[config.mk]
export PLATFORM = sky130hd
export DESIGN_NAME = mdu_issue_ctrl_flat
export DESIGN_NICKNAME = d
export VERILOG_FILES = /design/src/rtl/mdu_issue_ctrl_if.sv /design/src/rtl/mdu_issue_ctrl.sv /design/src/flat_wrapper.sv
export SDC_FILE = /design/constraint.sdc
export NUM_CORES = 1
export LEC_CHECK = 0
export CAP_MARGIN = 30
export CORE_MARGIN = 4
export CORE_UTILIZATION = 33
export CTS_CLUSTER_SIZE = 20
export DETAILED_ROUTE_END_ITERATION = 12
export PLACE_DENSITY = 0.79
export SLEW_MARGIN = 20
export SYNTH_ARGS = -nofsm -noshare
export SYNTH_HDL_FRONTEND = slang
export SYNTH_SLANG_ARGS = --single-unit
[constraint.sdc]
create_clock -name clk -period 1.6 [get_ports clk]
set_clock_uncertainty 0.2 [all_clocks]
set_input_delay 0.24 -clock clk [delete_from_list [all_inputs] [get_ports clk]]
set_output_delay 0.24 -clock clk [all_outputs]
set_load 0.02 [all_outputs]
[src/rtl/mdu_issue_ctrl_if.sv]
// Pipeline-side bundle for the MDU issue controller: E/D-stage requests in,
// MDU op code, busy/stall/done, stall-cycle counter and FSM state out.
interface mdu_issue_ctrl_if;
    logic [3:0]  E_i_MduOp;
    logic        E_i_Cancel;
    logic        D_i_MduUse;
    logic [3:0]  o_MduOp;
    logic        o_Busy;
    logic        o_Stall;
    logic        o_Done;
    logic [31:0] o_StallCycles;
    logic        o_DbgState;

    // Handshake: an op is accepted in the cycle it is presented with the
    // controller IDLE and not cancelled; o_MduOp echoes it combinationally that
    // cycle, and o_Stall holds D back until o_Done has committed HI/LO.
    modport master (
        output E_i_MduOp, E_i_Cancel, D_i_MduUse,
        input  o_MduOp, o_Busy, o_Stall, o_Done, o_StallCycles, o_DbgState
    );

    modport slave (
        input  E_i_MduOp, E_i_Cancel, D_i_MduUse,
        output o_MduOp, o_Busy, o_Stall, o_Done, o_StallCycles, o_DbgState
    );
endinterface

[src/rtl/mdu_issue_ctrl.sv]
// Issue/sequencing controller for the HI/LO multiply-divide unit.
// Define MDU_PERF_CNT_EN to build the saturating stall-cycle counter.
module mdu_issue_ctrl #(
    parameter int MULT_LAT = 5,
    parameter int DIV_LAT  = 10
) (
    input  logic                clk,
    input  logic                reset,
    mdu_issue_ctrl_if.slave     bus
);
    typedef enum logic {S_IDLE = 1'b0, S_BUSY = 1'b1} state_t;

    localparam logic [3:0] MULT_CNT = 4'(MULT_LAT);
    localparam logic [3:0] DIV_CNT  = 4'(DIV_LAT);

    state_t     r_state;
    state_t     w_next_state;
    logic [3:0] r_cnt;
    logic [3:0] w_next_cnt;
    logic       w_valid_op;
    logic       w_long_op;
    logic       w_issue;

    assign w_valid_op = (bus.E_i_MduOp >= 4'd1) && (bus.E_i_MduOp <= 4'd7);
    assign w_long_op  = (bus.E_i_MduOp >= 4'd1) && (bus.E_i_MduOp <= 4'd4);
    assign w_issue    = (r_state == S_IDLE) && !bus.E_i_Cancel && w_valid_op;

    always_ff @(posedge clk) begin
        if (reset) begin
            r_state <= S_IDLE;
            r_cnt   <= 4'd0;
        end else begin
            r_state <= w_next_state;
            r_cnt   <= w_next_cnt;
        end
    end

    always_comb begin
        w_next_state = r_state;
        w_next_cnt   = r_cnt;
        case (r_state)
            S_IDLE: begin
                // MTHI/MTLO/READ pass straight through without occupying the unit
                if (w_issue && w_long_op) begin
                    w_next_state = S_BUSY;
                    w_next_cnt   = (bus.E_i_MduOp <= 4'd2) ? MULT_CNT : DIV_CNT;
                end
            end
            S_BUSY: begin
                w_next_cnt = r_cnt - 4'd1;
                if (r_cnt == 4'd1) begin
                    w_next_state = S_IDLE;
                end
            end
            default: begin
                w_next_state = S_IDLE;
                w_next_cnt   = 4'd0;
            end
        endcase
    end

    assign bus.o_MduOp    = w_issue ? bus.E_i_MduOp : 4'd0;
    assign bus.o_Busy     = (r_state == S_BUSY);
    assign bus.o_Done     = (r_state == S_BUSY) && (r_cnt == 4'd1);
    // Stall already in the issue cycle so a dependent op never reaches E while busy
    assign bus.o_Stall    = bus.D_i_MduUse &&
                            ((r_state == S_BUSY) || (w_issue && w_long_op));
    assign bus.o_DbgState = r_state;

`ifdef MDU_PERF_CNT_EN
    logic [31:0] r_stall_cycles;

    always_ff @(posedge clk) begin
        if (reset) begin
            r_stall_cycles <= 32'd0;
        end else if (bus.o_Stall && (r_stall_cycles != 32'hFFFF_FFFF)) begin
            r_stall_cycles <= r_stall_cycles + 32'd1;
        end
    end

    assign bus.o_StallCycles = r_stall_cycles;
`else
    assign bus.o_StallCycles = 32'd0;
`endif
endmodule

[src/flat_wrapper.sv]
// flat-port wrapper written by rule: the top's interface ports become plain ports
module mdu_issue_ctrl_flat 
#(
    parameter int MULT_LAT = 5,
    parameter int DIV_LAT  = 10
)
  (clk, reset, bus_E_i_MduOp, bus_E_i_Cancel, bus_D_i_MduUse, bus_o_MduOp, bus_o_Busy, bus_o_Stall, bus_o_Done, bus_o_StallCycles, bus_o_DbgState);
  mdu_issue_ctrl_if bus_i ();
  input  logic clk;
  input  logic reset;
  input wire logic [$bits(bus_i.E_i_MduOp)-1:0] bus_E_i_MduOp;
  input wire logic [$bits(bus_i.E_i_Cancel)-1:0] bus_E_i_Cancel;
  input wire logic [$bits(bus_i.D_i_MduUse)-1:0] bus_D_i_MduUse;
  output wire logic [$bits(bus_i.o_MduOp)-1:0] bus_o_MduOp;
  output wire logic [$bits(bus_i.o_Busy)-1:0] bus_o_Busy;
  output wire logic [$bits(bus_i.o_Stall)-1:0] bus_o_Stall;
  output wire logic [$bits(bus_i.o_Done)-1:0] bus_o_Done;
  output wire logic [$bits(bus_i.o_StallCycles)-1:0] bus_o_StallCycles;
  output wire logic [$bits(bus_i.o_DbgState)-1:0] bus_o_DbgState;
  assign bus_i.E_i_MduOp = bus_E_i_MduOp;
  assign bus_i.E_i_Cancel = bus_E_i_Cancel;
  assign bus_i.D_i_MduUse = bus_D_i_MduUse;
  assign bus_o_MduOp = bus_i.o_MduOp;
  assign bus_o_Busy = bus_i.o_Busy;
  assign bus_o_Stall = bus_i.o_Stall;
  assign bus_o_Done = bus_i.o_Done;
  assign bus_o_StallCycles = bus_i.o_StallCycles;
  assign bus_o_DbgState = bus_i.o_DbgState;
  mdu_issue_ctrl #(.MULT_LAT(MULT_LAT), .DIV_LAT(DIV_LAT)) u_core (.clk(clk), .reset(reset), .bus(bus_i));
endmodule
== Word level (Yosys, flattened, before mapping) ==
Index checks and enable logic that the tools add are counted.
Widths: inputs -> output; s select.
Storage, ports and cells
  latch bits: 0
  memories kept: 0
  RAM bits: 0
  output and inout port bits: 40
  word-level logic and storage cells: 26
  input bits: 8
  register bits: 5
  bits in read-only memories: 0
Cells by class
  mux-type cells: 7
  div/mod/pow operators: 0
  add/subtract/negate cells: 1
  bitwise operators: 1
  eq/ne operators: 2
  multipliers: 0
  shift operators: 0
  reduce and logical (&&, ||, !) cells: 9
  $lt $le $gt $ge: 4
Operators with widths (count)
  $mux 4: 3
  $le 4x3->1 const B: 2
  $pmux 4 s2: 1
  $logic_and 1x1->1: 7
  $eq 4x1->1 const B: 1
  $ge 4x1->1 const B: 1
  $le 4x2->1 const B: 1
  $sub 4x1->4 const B: 1
  $mux 1: 2
  $ne 2x2->1 const B: 1
  $pmux 1 s2: 1
  $logic_not 1->1: 1
  $logic_or 1x1->1: 1
  $not 1->1: 1

== Logic depth before layout (Yosys ltp) ==
  word-level depth: 6
  depth in mapped cells: 5

== Worst setup path after synthesis ==
No wires, ideal clock.
  path kind: reg-to-output
  start: register u_core.r_state, in the netlist u_core.bus.o_Busy
  end: output bus_o_Stall
  stages on the path, launching flop included: 4
  slack: 0.111 ns
  arrival: 1.049 ns
  data required time: 1.160 ns
  cell sequence: dfxtp_1 -> buf_6 -> a31oi_1 -> nor2b_1
On the way
  word-level cells in the longest chain between the ends: 6
Ends and longest elaborated chain
  start: declaration: line mdu_issue_ctrl.sv:16  | state_t r_state;
  start signal: assignment: line mdu_issue_ctrl.sv:33  | r_state <= w_next_state;
  $not 1->1: line mdu_issue_ctrl.sv:26  | assign w_issue = (r_state == S_IDLE) && !bus.E_i_Cancel && w_valid_op;
  $logic_and 1x1->1 (2 in a row): line mdu_issue_ctrl.sv:26
  $logic_and 1x1->1: line mdu_issue_ctrl.sv:67  | ((r_state == S_BUSY) || (w_issue && w_long_op));
  $logic_or 1x1->1 *: line mdu_issue_ctrl.sv:67
  $logic_and 1x1->1 *: line mdu_issue_ctrl.sv:66  | assign bus.o_Stall = bus.D_i_MduUse &&
  end: declaration: line flat_wrapper.sv:16  | output wire logic [$bits(bus_i.o_Stall)-1:0] bus_o_Stall;
Mark *: on every way between the ends. The rest lies on a longest branch, timed or not.

== Final worst setup path ==
  start: input bus_E_i_MduOp[2]
  end: output bus_o_Stall
On the way
  word-level cells in the longest chain between the ends: 6
  elaborated cells between the ends (all ways): 9
  those cells by class: order compare (3); reduce/logical (6)
Ends and longest elaborated chain
  start: declaration: line flat_wrapper.sv:11  | input wire logic [$bits(bus_i.E_i_MduOp)-1:0] bus_E_i_MduOp;
  $ge 4x1->1 or $le 4x3->1 (tied branches): line mdu_issue_ctrl.sv:24, mdu_issue_ctrl.sv:25
  $logic_and 1x1->1: line mdu_issue_ctrl.sv:24  | assign w_valid_op = (bus.E_i_MduOp >= 4'd1) && (bus.E_i_MduOp <= 4'd7);
  $logic_and 1x1->1: line mdu_issue_ctrl.sv:26
  $logic_and 1x1->1 *: line mdu_issue_ctrl.sv:67
  $logic_or 1x1->1 *: line mdu_issue_ctrl.sv:67
  $logic_and 1x1->1 *: line mdu_issue_ctrl.sv:66
Marked as above.

==> results.json <==
{
  "timing_max_transition_violations_final": 0,
  "synth-xor-area-share_pct": 1.38,
  "timing.hold.worst.class": "input port to register",
  "pwr_density_cell_nw_per_um2": 647,
  "synth.cell_area_um2": 636,
  "worstPathCellList": "buf_6, or3_4, a31oi_4, nor2b_1, buf_4",
  "synth.avg_cell_area_um2": 7.85,
  "placedCellCount": 131,
  "cts.clk_slew.worst_paths_ns": 0.04,
  "yosys_register_bits": 5,
  "cts_hold_buffers": 0,
  "place.detailed.hpwl_um": 1050,
  "clock_latency_ns": 0.24,
  "die_area_um2": 2690,
  "drv.max_cap_violation_count": 0,
  "worstSetupStartpointType": "input port",
  "synth_async_sr_flop_share_pct": 0,
  "synth_compound_area_share_pct": 12.2,
  "drtAntennaViolNets": 0,
  "netlist_instances": 81,
  "number_of_flops_mapped_to_enable_cells_by_yosys": 0,
  "placed_area_um2": 766,
  "htree_levels": 1,
  "synth_most_common_cell": "sky130_fd_sc_hd__buf_4",
  "run_status": "complete, no violations",
  "synth_top_area_share_pct": 40.2,
  "final.min_clock_period_ns": 1.57,
  "vdd_ir_drop_max_mv": 0.318,
  "vias": 556,
  "post-route-util_pct": 46.9,
  "viasPerCell": 4.00,
  "final_cells": 139,
  "die_ht_um": 51.9,
  "globalRouteMet2Util_pct": 19.0,
  "layout-drive-gt1-share_pct": 34.2,
  "area_delta_synth_final_pct": 31.7,
  "synth.lib_cells_used.distinct": 30,
  "firstDrtPassIters": 4,
  "cts_tree": "yes",
  "timing.critical_path.slowest_stage_cell": "sky130_fd_sc_hd__or3_4",
  "gpl.final_weighted_congestion": 0.791,
  "stdcell_area_um2": 837,
  "synthFlopType": "sky130_fd_sc_hd__dfxtp_1",
  "die_width_um": 51.9,
  "hold_violations": 0,
  "fin_crit_sh_pct": 98.2,
  "sequential_fraction_of_the_synthesis_area_pct": 15.7,
  "synthTopCellsByCount": "sky130_fd_sc_hd__buf_4, sky130_fd_sc_hd__nor2_1, sky130_fd_sc_hd__dfxtp_1",
  "grt_antenna_before_repair": 0,
  "grt_first_pass_wirelength_um": 2040,
  "pre_cts_ws_ns": -0.811,
  "core-area_um2": 1780,
  "gr-total-overflow": 0,
  "rsz_0062_raised_after_global_routing": "yes",
  "synth_adder_area_share_pct": 3.94,
  "timing.hold.ws_ns": 0.289,
  "report.power.total_mw": 0.541,
  "grt_start_max_net_pins": 10,
  "use_met3_pct": 6.02,
  "first_global_vias": 491,
  "gr-usage-all-layers_pct": 10.6,
  "multiplexer_share_of_the_synthesized_area_pct": 0,
  "fillerInstances": 177,
  "root_buffer_master": "sky130_fd_sc_hd__clkbuf_4",
  "cts_num_sinks": 5,
  "critPathMaxFanout": 2,
  "setup_ws_ns": 0.0293,
  "floorplan.rows": 15,
  "antennaDiodeCount": 0,
  "crit_path_end_kind": "primary output",
  "fmax_ghz": 0.637,
  "wirelength_um": 1310,
  "detail_route.wl_per_cell_um": 9.39,
  "timing.final.setup_violations": 0,
  "synth_top_family_by_area": "buffers and inverters",
  "totalNegativeSetupSlack_ns": 0,
  "nets_finish": 125,
  "boundaryPins": 48,
  "clock_path_buffers": 2,
  "initial_core_util_pct": 35.6,
  "top_usage_layer": "met2",
  "detail_route.drc_violations": 0,
  "yosys-top-cells-area": "sky130_fd_sc_hd__buf_4, sky130_fd_sc_hd__dfxtp_1, sky130_fd_sc_hd__ha_1",
  "arrival_ns": 1.13,
  "port_buffers": 14,
  "r2r_slack_ns": 0.17,
  "total_clock_buffers_created_by_cts": 3,
  "drt-initial-drc-count": 4,
  "critical-path-max-stage-delay_ns": 0.39,
  "post-synth-top-area-cell": "sky130_fd_sc_hd__buf_4",
  "grt.met1_usage_pct": 8.84,
  "synth_warnings": 0,
  "p_leak_nw": 0.426,
  "critical_path_required_ns": 1.16,
  "post_synth_simple_gate_area_pct": 23.0,
  "criticalPathCategory": "input port to primary output"
}
## path summary, 6_finish.rpt
kind	cells past startpoint	startpoint	end
worst max-delay path	5	bus_E_i_MduOp[2]	bus_o_Stall
worst min-delay path	5	bus_E_i_MduOp[1]	u_core.r_cnt[0]
worst max register to register	6	u_core.r_cnt[0]	u_core.r_cnt[2]
worst min register to register	2	u_core.r_cnt[3]	u_core.r_cnt[3]
## cell families (layout without fill, tap and decap cells)
| family | count (synthesis) | after routing |
|---|---|---|
| AOI/OAI and AO/OA | 11 | 11 |
| xor gates and xnor gates | 1 | 1 |
| adders and majority gates | 2 | 2 |
| buffers and inverters | 37 | 38 |
| DFF | 5 | 5 |
| other | 1 | 33 |
| and+or+nand+nor | 24 | 24 |
## cell usage in the layout (no fill, tap or decap), types with 2 or more instances in the layout
cell | synthesis | final
sky130_fd_sc_hd__clkbuf_4 | 0 | 3
sky130_fd_sc_hd__nand4b_1 | 2 | 2
sky130_fd_sc_hd__nor2_1 | 6 | 5
sky130_fd_sc_hd__clkdlybuf4s50_1 | 0 | 2
sky130_fd_sc_hd__and2_1 | 2 | 2
sky130_fd_sc_hd__buf_4 | 34 | 22
sky130_fd_sc_hd__dfxtp_1 | 5 | 4
sky130_fd_sc_hd__ha_1 | 2 | 2
sky130_fd_sc_hd__conb_1 | 1 | 33
sky130_fd_sc_hd__inv_1 | 2 | 2
sky130_fd_sc_hd__nand2_1 | 4 | 4
sky130_fd_sc_hd__buf_6 | 1 | 2
sky130_fd_sc_hd__dlygate4sd2_1 | 0 | 2
## repair_timing
action | CTS | global route
cloned | 0 | 0
setup endpoints to repair | 12 | 6
setup buffers | 3 | 1
pin swaps | 5 | 3
gates resized for setup | 46 | 11
## power breakdown
group	leakage, nW	internal, mW	total (mW)	switching [mW]
registers	0.0415	0.138	0.147	0.00852
logic	0.370	0.102	0.252	0.150
clock network	0.0150	0.0941	0.143	0.0485
total	0.426	0.334	0.541	0.207
## metal layers
| metal | up-vias | share of wire [%] |
|---|---|---|
| li1 | 274 | - |
| met1 | 253 | 33 |
| met2 | 27 | 55 |
| met3 | 2 | 11 |
| met4 | 0 | 0.92 |
| met5 | - | 0 |
## layout make-up
| type | count | area, um^2 | area share [%] |
|---|---|---|---|
| clock buffers | 4 | 26.3 | 3.14 |
| inverters | 2 | 7.51 | 0.897 |
| flip-flops and latches | 5 | 101 | 12.1 |
| repair buffers | 32 | 260 | 31.1 |
| multi-input cells | 71 | 410 | 49.0 |
| well taps | 25 | 31.3 | 3.74 |
## flip-flops by register name, summed over array words and instances (netlist names)
name,cells
u_core.bus.o_Busy,1
u_core.r_cnt,4
## critical path, delay by kind of cell
| family | cells | cell delay (ns) |
|---|---|---|
| AOI/OAI and AO/OA | 1 | 0.19 |
| buffers and inverters | 2 | 0.24 |
| and+or+nand+nor | 2 | 0.45 |
Power figures use the tool's default switching activity.
